===== config.mk =====
export PLATFORM = sky130hd
export DESIGN_NAME = beep_player_flat
export DESIGN_NICKNAME = d
export VERILOG_FILES = /design/src/rtl/beep_player_if.sv /design/src/rtl/beep_player.sv /design/src/flat_wrapper.sv
export SDC_FILE = /design/constraint.sdc
export NUM_CORES = 1
export LEC_CHECK = 0
export ABC_AREA = 1
export ABC_CLOCK_PERIOD_IN_PS = 3100
export CAP_MARGIN = 15
export CORE_ASPECT_RATIO = 0.75
export CORE_MARGIN = 8
export CORE_UTILIZATION = 45
export DETAILED_ROUTE_END_ITERATION = 10
export GPL_TIMING_DRIVEN = 1
export HOLD_SLACK_MARGIN = 0.12
export SETUP_SLACK_MARGIN = 0.15
export SYNTH_ARGS = -nofsm -noshare
export SYNTH_HDL_FRONTEND = slang
export SYNTH_SLANG_ARGS = --single-unit

===== constraint.sdc =====
create_clock -name sys_clk -period 3.1 [get_ports sys_clk]
set_clock_uncertainty 0.05 [all_clocks]
set_input_delay 0.465 -clock sys_clk [delete_from_list [all_inputs] [get_ports sys_clk]]
set_output_delay 0.465 -clock sys_clk [all_outputs]
set_load 0.02 [all_outputs]

===== src/rtl/beep_player_if.sv =====
// ============================================================================
// Module      : beep_player_if
// Description : Beat-index input and buzzer/status outputs of beep_player.
// Revision    : 1.0 - initial release
// ============================================================================
`default_nettype none

interface beep_player_if;
  logic [8:0] pitch_num;
  logic       mute;
  logic       beep;
  logic [4:0] note_code;
  logic       note_valid;
  logic       song_end;

  modport master (
    output pitch_num,
    output mute,
    input  beep,
    input  note_code,
    input  note_valid,
    input  song_end
  );

  modport slave (
    input  pitch_num,
    input  mute,
    output beep,
    output note_code,
    output note_valid,
    output song_end
  );
endinterface

`default_nettype wire


===== src/rtl/beep_player.sv =====
// ============================================================================
// Module      : beep_player
// Description : Maps beat index to a note through a score ROM and drives a
//               50%-duty square wave at that pitch. Optional NOTE_GAP_EN
//               inserts GAP_CYC silent cycles at every note change.
// Revision    : 1.0 - initial release
// ============================================================================
`default_nettype none

module beep_player #(
  parameter int CLK_FREQ = 50_000_000,
  parameter int SONG_LEN = 256,
  parameter int GAP_CYC  = 250_000
) (
  input  wire logic     sys_clk,
  input  wire logic     sys_rst,
  beep_player_if.slave  bus
);

`ifdef NOTE_GAP_EN
  typedef enum logic [1:0] {
    S_LOAD = 2'd0,
    S_GAP  = 2'd1,
    S_TONE = 2'd2,
    S_REST = 2'd3
  } state_t;
`else
  typedef enum logic [1:0] {
    S_LOAD = 2'd0,
    S_TONE = 2'd2,
    S_REST = 2'd3
  } state_t;
`endif

  localparam logic [8:0] c_beat_mask = 9'(SONG_LEN - 1);

  function automatic logic [23:0] f_half(input int freq);
    return 24'(CLK_FREQ / (2 * freq));
  endfunction

  state_t      r_state, w_state_next;
  logic [8:0]  r_pitch_q, w_pitch_next;
  logic [4:0]  r_note_code, w_note_next;
  logic [23:0] r_half_cnt, w_half_cnt_next;
  logic        r_tone, w_tone_next;
  logic        r_beep, w_beep_next;
  logic        r_note_valid, w_valid_next;
  logic        r_song_end, w_song_end_next;
  logic        w_chg;
  logic [8:0]  w_beat_q;
  logic [4:0]  w_rom_code;
  logic [23:0] w_half;
`ifdef NOTE_GAP_EN
  logic [23:0] r_gap_cnt, w_gap_cnt_next;
`endif

  assign w_chg    = (bus.pitch_num != r_pitch_q);
  assign w_beat_q = r_pitch_q & c_beat_mask;

  // Score: beat n plays code n+1 for the first 21 beats, rest afterwards.
  assign w_rom_code = (w_beat_q <= 9'd20) ? 5'(w_beat_q + 9'd1) : 5'd0;

  function automatic logic f_is_tone(input logic [4:0] code);
    return (code != 5'd0) && (code <= 5'd21);
  endfunction

  always_comb begin
    w_half = 24'd0;
    case (r_note_code)
      5'd1:  w_half = f_half(262);
      5'd2:  w_half = f_half(294);
      5'd3:  w_half = f_half(330);
      5'd4:  w_half = f_half(349);
      5'd5:  w_half = f_half(392);
      5'd6:  w_half = f_half(440);
      5'd7:  w_half = f_half(494);
      5'd8:  w_half = f_half(523);
      5'd9:  w_half = f_half(587);
      5'd10: w_half = f_half(659);
      5'd11: w_half = f_half(698);
      5'd12: w_half = f_half(784);
      5'd13: w_half = f_half(880);
      5'd14: w_half = f_half(988);
      5'd15: w_half = f_half(1047);
      5'd16: w_half = f_half(1175);
      5'd17: w_half = f_half(1319);
      5'd18: w_half = f_half(1397);
      5'd19: w_half = f_half(1568);
      5'd20: w_half = f_half(1760);
      5'd21: w_half = f_half(1976);
      default: w_half = 24'd0;
    endcase
  end

  always_ff @(posedge sys_clk or posedge sys_rst) begin
    if (sys_rst) r_state <= S_LOAD;
    else         r_state <= w_state_next;
  end

  always_comb begin
    w_state_next    = r_state;
    w_pitch_next    = r_pitch_q;
    w_note_next     = r_note_code;
    w_half_cnt_next = r_half_cnt;
    w_tone_next     = r_tone;
    w_beep_next     = 1'b0;
    w_song_end_next = 1'b0;
`ifdef NOTE_GAP_EN
    w_gap_cnt_next  = r_gap_cnt;
`endif
    // A new beat index overrides whatever the FSM was doing.
    if (w_chg) begin
      w_pitch_next    = bus.pitch_num;
      w_state_next    = S_LOAD;
      w_song_end_next = ((bus.pitch_num & c_beat_mask) == 9'd0);
    end else begin
      case (r_state)
        S_LOAD: begin
          w_note_next     = w_rom_code;
          w_half_cnt_next = 24'd0;
          w_tone_next     = 1'b0;
`ifdef NOTE_GAP_EN
          w_gap_cnt_next  = 24'd0;
          w_state_next    = S_GAP;
`else
          w_state_next    = f_is_tone(w_rom_code) ? S_TONE : S_REST;
`endif
        end
`ifdef NOTE_GAP_EN
        S_GAP: begin
          if (r_gap_cnt == 24'(GAP_CYC - 1)) begin
            w_gap_cnt_next = 24'd0;
            w_state_next   = f_is_tone(r_note_code) ? S_TONE : S_REST;
          end else begin
            w_gap_cnt_next = r_gap_cnt + 24'd1;
          end
        end
`endif
        S_TONE: begin
          if (r_half_cnt == w_half - 24'd1) begin
            w_half_cnt_next = 24'd0;
            w_tone_next     = ~r_tone;
          end else begin
            w_half_cnt_next = r_half_cnt + 24'd1;
          end
          // Mute gates only the pin so the tone phase is preserved.
          w_beep_next = w_tone_next & ~bus.mute;
        end
        S_REST: begin
          w_half_cnt_next = 24'd0;
          w_tone_next     = 1'b0;
        end
        default: w_state_next = S_LOAD;
      endcase
    end
    w_valid_next = (w_state_next == S_TONE);
  end

  always_ff @(posedge sys_clk or posedge sys_rst) begin
    if (sys_rst) begin
      r_pitch_q    <= 9'd0;
      r_note_code  <= 5'd0;
      r_half_cnt   <= 24'd0;
      r_tone       <= 1'b0;
      r_beep       <= 1'b0;
      r_note_valid <= 1'b0;
      r_song_end   <= 1'b0;
`ifdef NOTE_GAP_EN
      r_gap_cnt    <= 24'd0;
`endif
    end else begin
      r_pitch_q    <= w_pitch_next;
      r_note_code  <= w_note_next;
      r_half_cnt   <= w_half_cnt_next;
      r_tone       <= w_tone_next;
      r_beep       <= w_beep_next;
      r_note_valid <= w_valid_next;
      r_song_end   <= w_song_end_next;
`ifdef NOTE_GAP_EN
      r_gap_cnt    <= w_gap_cnt_next;
`endif
    end
  end

  assign bus.beep       = r_beep;
  assign bus.note_code  = r_note_code;
  assign bus.note_valid = r_note_valid;
  assign bus.song_end   = r_song_end;

endmodule

`default_nettype wire


===== src/flat_wrapper.sv =====
// flat-port wrapper written by rule: the top's interface ports become plain ports
module beep_player_flat 
#(
  parameter int CLK_FREQ = 50_000_000,
  parameter int SONG_LEN = 256,
  parameter int GAP_CYC  = 250_000
)
  (sys_clk, sys_rst, bus_pitch_num, bus_mute, bus_beep, bus_note_code, bus_note_valid, bus_song_end);
  beep_player_if bus_i ();
  input  wire logic sys_clk;
  input  wire logic sys_rst;
  input wire logic [$bits(bus_i.pitch_num)-1:0] bus_pitch_num;
  input wire logic [$bits(bus_i.mute)-1:0] bus_mute;
  output wire logic [$bits(bus_i.beep)-1:0] bus_beep;
  output wire logic [$bits(bus_i.note_code)-1:0] bus_note_code;
  output wire logic [$bits(bus_i.note_valid)-1:0] bus_note_valid;
  output wire logic [$bits(bus_i.song_end)-1:0] bus_song_end;
  assign bus_i.pitch_num = bus_pitch_num;
  assign bus_i.mute = bus_mute;
  assign bus_beep = bus_i.beep;
  assign bus_note_code = bus_i.note_code;
  assign bus_note_valid = bus_i.note_valid;
  assign bus_song_end = bus_i.song_end;
  beep_player #(.CLK_FREQ(CLK_FREQ), .SONG_LEN(SONG_LEN), .GAP_CYC(GAP_CYC)) u_core (.sys_clk(sys_clk), .sys_rst(sys_rst), .bus(bus_i));
endmodule

# Word-level counts from Yosys, hierarchy flattened
# Memories as Yosys holds them, arrays and structs flattened.
# Cells that the tools add are included.
# word_totals
regBits	44
output_inout_bits	8
rom_bits	544
input_bits	12
memories	1
# mem_list
name	words	width	rd	rd_clocked_by_memory_dff	write_ports	line	rtl
(name not given)	32	17	1	0	0	beep_player.sv:69	case (r_note_code)
# op_classes
n_lt_le_gt_ge	2
mux	13
reduce_logical	9
bitwise_logic	4
add_sub_neg	3
eq_ne	5
# op_table
op	count
24-bit one-hot mux with 2 select lines	1
24-bit by 1-bit adder with 24-bit output (second input constant)	1
24-bit equality test	1
24-bit two-way mux	1
24-bit by 1-bit subtractor with 24-bit output (second input constant)	1
9-bit zero test	1
9-bit != test	1
8-bit by 5-bit less-or-equal comparator with 1-bit output (second input constant)	1
1-bit two-way mux	7
2-bit equality test (second input constant)	3
5-bit by 1-bit adder with 5-bit output (second input constant)	1
5-bit less-or-equal comparator (second input constant)	1
5-bit two-way mux	1
5-bit nonzero test	1
2-bit one-hot mux with 2 select lines	1
2-bit AND reduction	2
2-bit OR reduction	2
1-bit inverter	3
2-bit zero test	1
2-bit two-way mux	1
1-bit one-hot mux with 2 select lines	1
2-bit nonzero test	1
1-bit bitwise AND	1
1-bit logical AND	1

# Logic depth before layout (Yosys ltp)
# An unclocked memory read counts as a cell.
# logic_depth
ltp_word	9
ltp_mapped	25
mapped_depth_nobuf	25

# Worst setup path before layout
# OpenSTA, ideal clock, no wires.
# synth_timing
path_kind	register -> register
from	register u_core.r_note_code[0] (netlist: u_core.bus.note_code[0])
to	register u_core.r_half_cnt[11]
arrival_time_ps	2923
stages_incl_launch_ff	22
setup_time_ps	140
path_buffers	1
setup_slack_ps	-14
path_cell_list	dfrtp_1 -> inv_2 -> ha_1 -> nand2_1 -> nand2_1 -> nand2_1 -> nand2_1 -> nor2_2 -> ha_1 -> inv_1 -> nor2_1 -> nand2_1 -> nor2_4 -> nand2_4 -> nand2_2 -> xor2_2 -> nand2_1 -> nor2_4 -> nand2_2 -> nand2_4 -> buf_12 -> o22ai_2
# synth_via
elab_chain_cells	5
# synth_lines
element	line	rtl
start, declared	beep_player.sv:43	logic [4:0] r_note_code, w_note_next;
start signal, assigned	beep_player.sv:173	r_note_code <= w_note_next;
memory read 32 x 17 bit	n/a	
24-bit by 1-bit subtractor with 24-bit output	beep_player.sv:140	if (r_half_cnt == w_half - 24'd1) begin
24-bit equality test	beep_player.sv:140	
24-bit two-way mux	beep_player.sv:140	
24-bit one-hot mux with 2 select lines	beep_player.sv:117	case (r_state)
end signal, assigned	beep_player.sv:174	r_half_cnt <= w_half_cnt_next;
end, declared	beep_player.sv:44	logic [23:0] r_half_cnt, w_half_cnt_next;
# No other way between the ends.
# A chain may end at the register's enable or synchronous reset.

# Worst setup path in the final report
# layout_timing
from	register u_core.r_note_code[1] (netlist: u_core.bus.note_code[1])
to	register u_core.r_half_cnt[18]
# Same word-level chain as after synthesis.

==> results.json <==
{
  "clkPwrFrac_pct": 14.7,
  "synth_top_area_share_pct": 25.92,
  "grt-ovfl-total": 0,
  "period_needed_ns": 2.966,
  "power_density_nw_per_um2": 623.7,
  "syn_area_um2": 4248,
  "required_ns": 3.21,
  "synth_area_leaders": "dfrtp_1 26%, nand2_1 17%, nand3_1 7.4%",
  "min_path_type": "primary input to async pin",
  "die-area_um2": 12840,
  "grt_pass1_vias": 4055,
  "hpwlAfterDp_mm": 9.508,
  "vias": 4299,
  "hold_violations": 0,
  "power_w": 0.003400,
  "met2_usage_pct": 26.70,
  "synth-async-reset-ratio_pct": 100.0,
  "ant_nets": 0,
  "cts_tree": "built",
  "pin_count": 20,
  "synth_nets": 653,
  "syn_inst": 624,
  "path_max_fanout": 6,
  "p_switching_w": 0.001620,
  "grt_max_degree": 24,
  "yosys.area_share.adder_pct": 5.007,
  "synth_compound_area_share_pct": 9.337,
  "antenna_found_initial": 0,
  "status": "completed",
  "muxShareOfSynthArea_pct": 0,
  "nNetsFinal": 711,
  "leakage_nw": 2.730,
  "chipHeight_um": 100.1,
  "grt.total_usage_pct": 19.42,
  "drv_cap": 0,
  "antenna_cells": 0,
  "start_util_pct": 46.57,
  "port-buffer-count": 19,
  "setup_tns_ns": 0,
  "drive_above_1_share_pct": 29.33,
  "crit_path_start_kind": "flop",
  "drtIter0Drc": 381,
  "die-width_um": 128.2,
  "wirelength_mm": 12.59,
  "worst_pin_slew_ns": 0.4572,
  "synth.ff_latch_count": 44,
  "internal_power_w": 0.001780,
  "slew_headroom_pct": 69.48,
  "cts_sinks": 44,
  "ys.flop_type": "dfrtp_1",
  "use_met3_pct": 2.331,
  "cp-end-kind": "flop",
  "comb_power_share_pct": 63.7,
  "startpoint": "u_core.bus.note_code[1]$_DFFE_PP0P_",
  "synth_xor_area_share_pct": 7.806,
  "slew_viol_final": 0,
  "clkTransAtPathRegs_ns": 0.06,
  "placementRows": 30,
  "cts-hold-fix-buffers": 0,
  "vdd_drop_max_uv": 257.6,
  "yosysSeqAreaShare_pct": 25.92,
  "p_sw_share_pct": 47.64,
  "worst-r2r-setup-slack_ns": 0.13,
  "clk_path_buf_depth": 2,
  "grt.busiest_layer": "met1",
  "use_met1_pct": 30.31,
  "vias_per_cell": 5.307,
  "yosysWarnings": 0,
  "core_um2": 9121,
  "yosys.area_share.simple_pct": 41.71,
  "ys_types": 39,
  "fin_crit_sh_pct": 95.67,
  "final_cell_mix": "171 x nand2_1, 62 x inv_1, 49 x nand3_1",
  "seq_power_share_pct": 21.6,
  "dr.pass1.iters": 5,
  "critPathKind": "flop to flop",
  "gp_congestion": 0.9274,
  "nFillCells": 843,
  "setup_violations": 0,
  "synth_edf_count": 0,
  "grt_setup_unrepaired": "yes",
  "drcViolationCount": 0,
  "htree_levels": 2,
  "numCtsBuffers": 5,
  "syn_area_per_cell_um2": 6.807,
  "detail_route.wl_per_cell_um": 15.54,
  "synth_top_family_by_area": "simple AND/OR/NAND/NOR gates",
  "final_common_cell": "nand2_1",
  "reg2reg_from": "u_core.bus.note_code[1]$_DFFE_PP0P_",
  "fmax_mhz": 337.2,
  "grt_pass1_wl_mm": 20.13,
  "cp.arrival_ns": 3.07,
  "synth_top_area_cell": "dfrtp_1",
  "clk-insertion-delay-late_ns": 0.28,
  "r2r.worst_path.cells": 20,
  "r2r_end": "u_core.r_half_cnt[18]$_DFFE_PP0P_",
  "syn2layout_area_growth_pct": 28.34,
  "ctsRootBufferMaster": "clkbuf_16"
}
final cells by class:
type	count	area, um^2	share of cell area, %
inverter	74	295.3	5.417
multi-input combinational	487	3102	56.90
clock buffer	5	125.1	2.295
clock inverter	2	12.51	0.2295
tap	128	160.2	2.938
sequential	44	1107	20.31
timing repair buffer	70	649.4	11.91
synth_stat cells, drive strengths merged (2+ instances only):
master,instances
xnor2,2
buf,8
clkbuf,12
nor3,8
or2,2
nor2,75
nor4,6
dfrtp,44
nand2,208
nand4,9
a21oi,11
inv,74
nand3b,3
xor2,35
o22ai,19
o21ai,17
ha,17
nand3,70
kinds of logic (layout without fill, tap and decap cells):
family,count (synthesis),count (layout)
AND/OR/NAND/NOR,383,384
adder cells (fa/ha/maj),17,17
AO/OA/AOI/OAI,49,49
flip-flops,44,44
buffers and inverters,94,151
XOR/XNOR,37,37
stage by stage:
stage	cells	hold WS, ns	setup slack [ns]	util (%)	cell area (um^2)
finish	810	0.4790	0.1342	59.77	5451
global route	810	0.5510	-0.02194	59.77	5451
CTS	799	0.5073	0.1302	55.68	5079
detailed placement	773	0.5158	0.03540	51.14	4664
global placement	773	0.5151	0.1007	51.14	4664
floorplan	624	0.4207	0.1611	-	4270
worst max-delay path, stage by stage, from the launching register on:
cell	delay [ns]
dfrtp_2	0.40
clkinv_4	0.09
ha_1	0.21
or2_2	0.28
nand2_2	0.08
nand3_2	0.13
buf_6	0.16
inv_2	0.08
nand2_4	0.08
nor2_4	0.18
nand2_4	0.13
nand2_2	0.09
nand2_1	0.05
nor2_1	0.12
nand2_1	0.10
nor2_4	0.15
nand2_4	0.09
nand2_4	0.11
buf_6	0.11
buf_12	0.11
o22ai_2	0.06
flip-flops by register name, indices dropped and copies added, names as in the netlist:
register	count
u_core.r_half_cnt	24
u_core.r_pitch_q	9
u_core.bus.note_code	5
u_core.r_state	2
u_core.bus.beep	1
u_core.bus.note_valid	1
u_core.bus.song_end	1
u_core.r_tone	1
routing by layer:
layer	vias up	wire length, um
met5	-	0
met4	0	215
met3	18	890
met2	164	5141
met1	2013	6340
li1	2104	-
power by group through the flow:
stage	combinational (W)	clock, W	sequential, W
2_1_floorplan	0.00130	0	0.000709
3_3_place_gp	0.00165	0	0.000732
3_5_place_dp	0.00165	0	0.000732
4_1_cts	0.00188	0.000511	0.000724
5_1_grt	0.00238	0.000532	0.000740
6_report	0.00217	0.000499	0.000734
worst max path at each step:
stage,to,slack (ns),depth (start not counted)
global route,u_core.r_half_cnt[18]$_DFFE_PP0P_,-0.02,21
finish,u_core.r_half_cnt[18]$_DFFE_PP0P_,0.13,20
global placement,u_core.r_half_cnt[15]$_DFFE_PP0P_,0.10,22
detailed placement,u_core.r_half_cnt[19]$_DFFE_PP0P_,0.04,22
floorplan,u_core.r_half_cnt[11]$_DFFE_PP0P_,0.16,21
CTS,u_core.r_half_cnt[15]$_DFFE_PP0P_,0.13,20
what timing repair did:
action,4_1_cts,5_1_grt
gates resized for setup,31,76
setup endpoints to repair,24,26
pin swaps,19,31
gates cloned,2,0
buffers inserted,17,11
(Power assumes the default switching activity.)
==> RTL change (config.mk and constraints unchanged) <==
Build with the macro `NOTE_GAP_EN` defined.
--- a/src/rtl/beep_player.sv
+++ b/src/rtl/beep_player.sv
@@ -6,6 +6,8 @@
 // Revision    : 1.0 - initial release
 // ============================================================================
 `default_nettype none
+
+`define NOTE_GAP_EN
 
 module beep_player #(
   parameter int CLK_FREQ = 50_000_000,
Formal check against the unedited RTL: not equivalent (Yosys sat finds a counterexample within 4 cycles, from zero or initial values and one cycle with sys_rst high).
==> RTL change against the original RTL <==
Routed wire length increased by 22%; final area increased by 26%; area after synthesis increased by 31%; hold slack got worse by 0.013 ns; worst setup slack got worse by 0.041 ns; critical path type unchanged; sequential share of layout area increased by 4.5 points; highest routed layer unchanged; total power decreased by 17%; largest cell class unchanged; sequential cell count increased by 24.
==> RTL change: results (changes against the original RTL) <==
* Status: finished clean
* DR WL/cell at 14.9 um (-4.2%)
* Ranking of synthesized cells by area: dfrtp_1, nand2_1, nand3_1, inv_1, xor2_1
* CTS clk-pin slew, worst paths at 0.06 ns (about the same)
* Share of cells above drive strength 1 at 0.243 (-0.0499)
* Global-route wire length before repair at 25900 um (+29%)
* Seq/Total Area, Yosys at 0.306 (+0.0467)
* Routability Congestion at 0.929 (+0.15%)
* Worst reg-to-reg path cell count at 22 (+10%)
* Worst setup path endpoint: u_core.r_half_cnt[12]$_DFFE_PP0P_
* Leak at 3.22 nW (+18%)
* Arrival @ worst endpoint at 3.18 ns (+0.11 ns)
* Primary FF master, synth: dfrtp_1
* Maximum vdd ir drop at 0.303 mV (+18%)
* Final layout net count at 893 (+26%)
* Hold WS at 0.466 ns (-0.0134 ns)
* Clock Latency Late Sink at 0.34 ns (+0.06 ns)
* Crit path max fanout at 10 (+4)
* Unique masters post-synth at 49 (+26%)
* First-pass iteration count of the detailed router at 6 (+1)
* Largest net degree at the start of global routing at 41 (+71%)
* Vias in the first global route at 5123 (+26%)
* Average size of a mapped cell at 7.00 um^2 (+2.8%)
* Reg-to-reg setup timing slack at 0.09 ns (-0.04 ns)
* Hold/Removal Path Class: register to register
* Met3 usage at 0.0433 (+0.0200)
* Actual slew at the worst max-slew pin at 0.657 ns (+0.200 ns)
* H-tree depth at 3 (+1)
* DR vias at 5393 (+25%)
* Post-synthesis compound-gate area fraction at 0.0994 (+0.00604)
* Routed wire length on met3 at 1040 um (+17%)
* Met1 Use GR at 0.298 (-0.00462)
* Tmin final at 3.01 ns (+0.0412 ns)
* Met2 WL at 6370 um (+24%)
* Placed Cells at 993 (+28%)
* Largest stage delay on the critical path at 0.45 ns (+0.05 ns)
* RR Endpoint: u_core.r_half_cnt[12]$_DFFE_PP0P_
* Synth top cells by count: nand2_1, inv_1, nand3_1, dfrtp_1, nor2_1
* WL final at 15400 um (+22%)
* Total CTS buffers at 9 (+4)
* Worst setup path start: u_core.bus.note_code[0]$_DFFE_PP0P_
* Metal1 wirelength at 7840 um (+24%)
* Adder and majority gate portion of the synthesized area at 0.0427 (-0.00734)
* Synth Area in XOR/XNOR at 0.0583 (-0.0198)
* Initial DRC count at 492 (+29%)
* Setup WS pre-CTS at -0.0137 ns (-0.0491 ns)
* Post-Place Cell Area at 6160 um^2 (+32%)
* CTS Buffer Depth at 2 (unchanged)
==> RTL change: cell count changes after synthesis, moves of 9 or more <==
cell,delta
inv_1,+31
nand4_1,+9
o21ai_2,+18
dfrtp_1,+24
nand2_1,+21
nand3_1,+11
nor3_1,+13
a21oi_1,+14
o22ai_2,-18
==> RTL change: layout make-up <==
class	instances	area, um^2	area share
sequential	68	1710	0.248
timing repair buffer	79	714	0.104
clock inverter	7	98.8	0.0143
inverter	110	424	0.0616
clock buffer	9	225	0.0327
tap	166	208	0.0301
multi-input combinational	594	3510	0.510
==> RTL change: cell families after synthesis <==
family,count (synthesis)
flops,68
fa+ha+maj,19
buf+inv,133
simple gates,454
xor+xnor,37
compound gates,84
==> RTL change: repair_timing <==
action	in CTS	in global routing
pin swaps	8	27
endpoints found under the setup margin	25	26
cloned	1	0
gates resized for setup	20	38
buffers inserted	12	11
==> RTL change: power by group <==
part           internal (W)  switching, W
clock network      0.000708      0.000411
registers          0.000916     0.0000311
logic              0.000301      0.000448
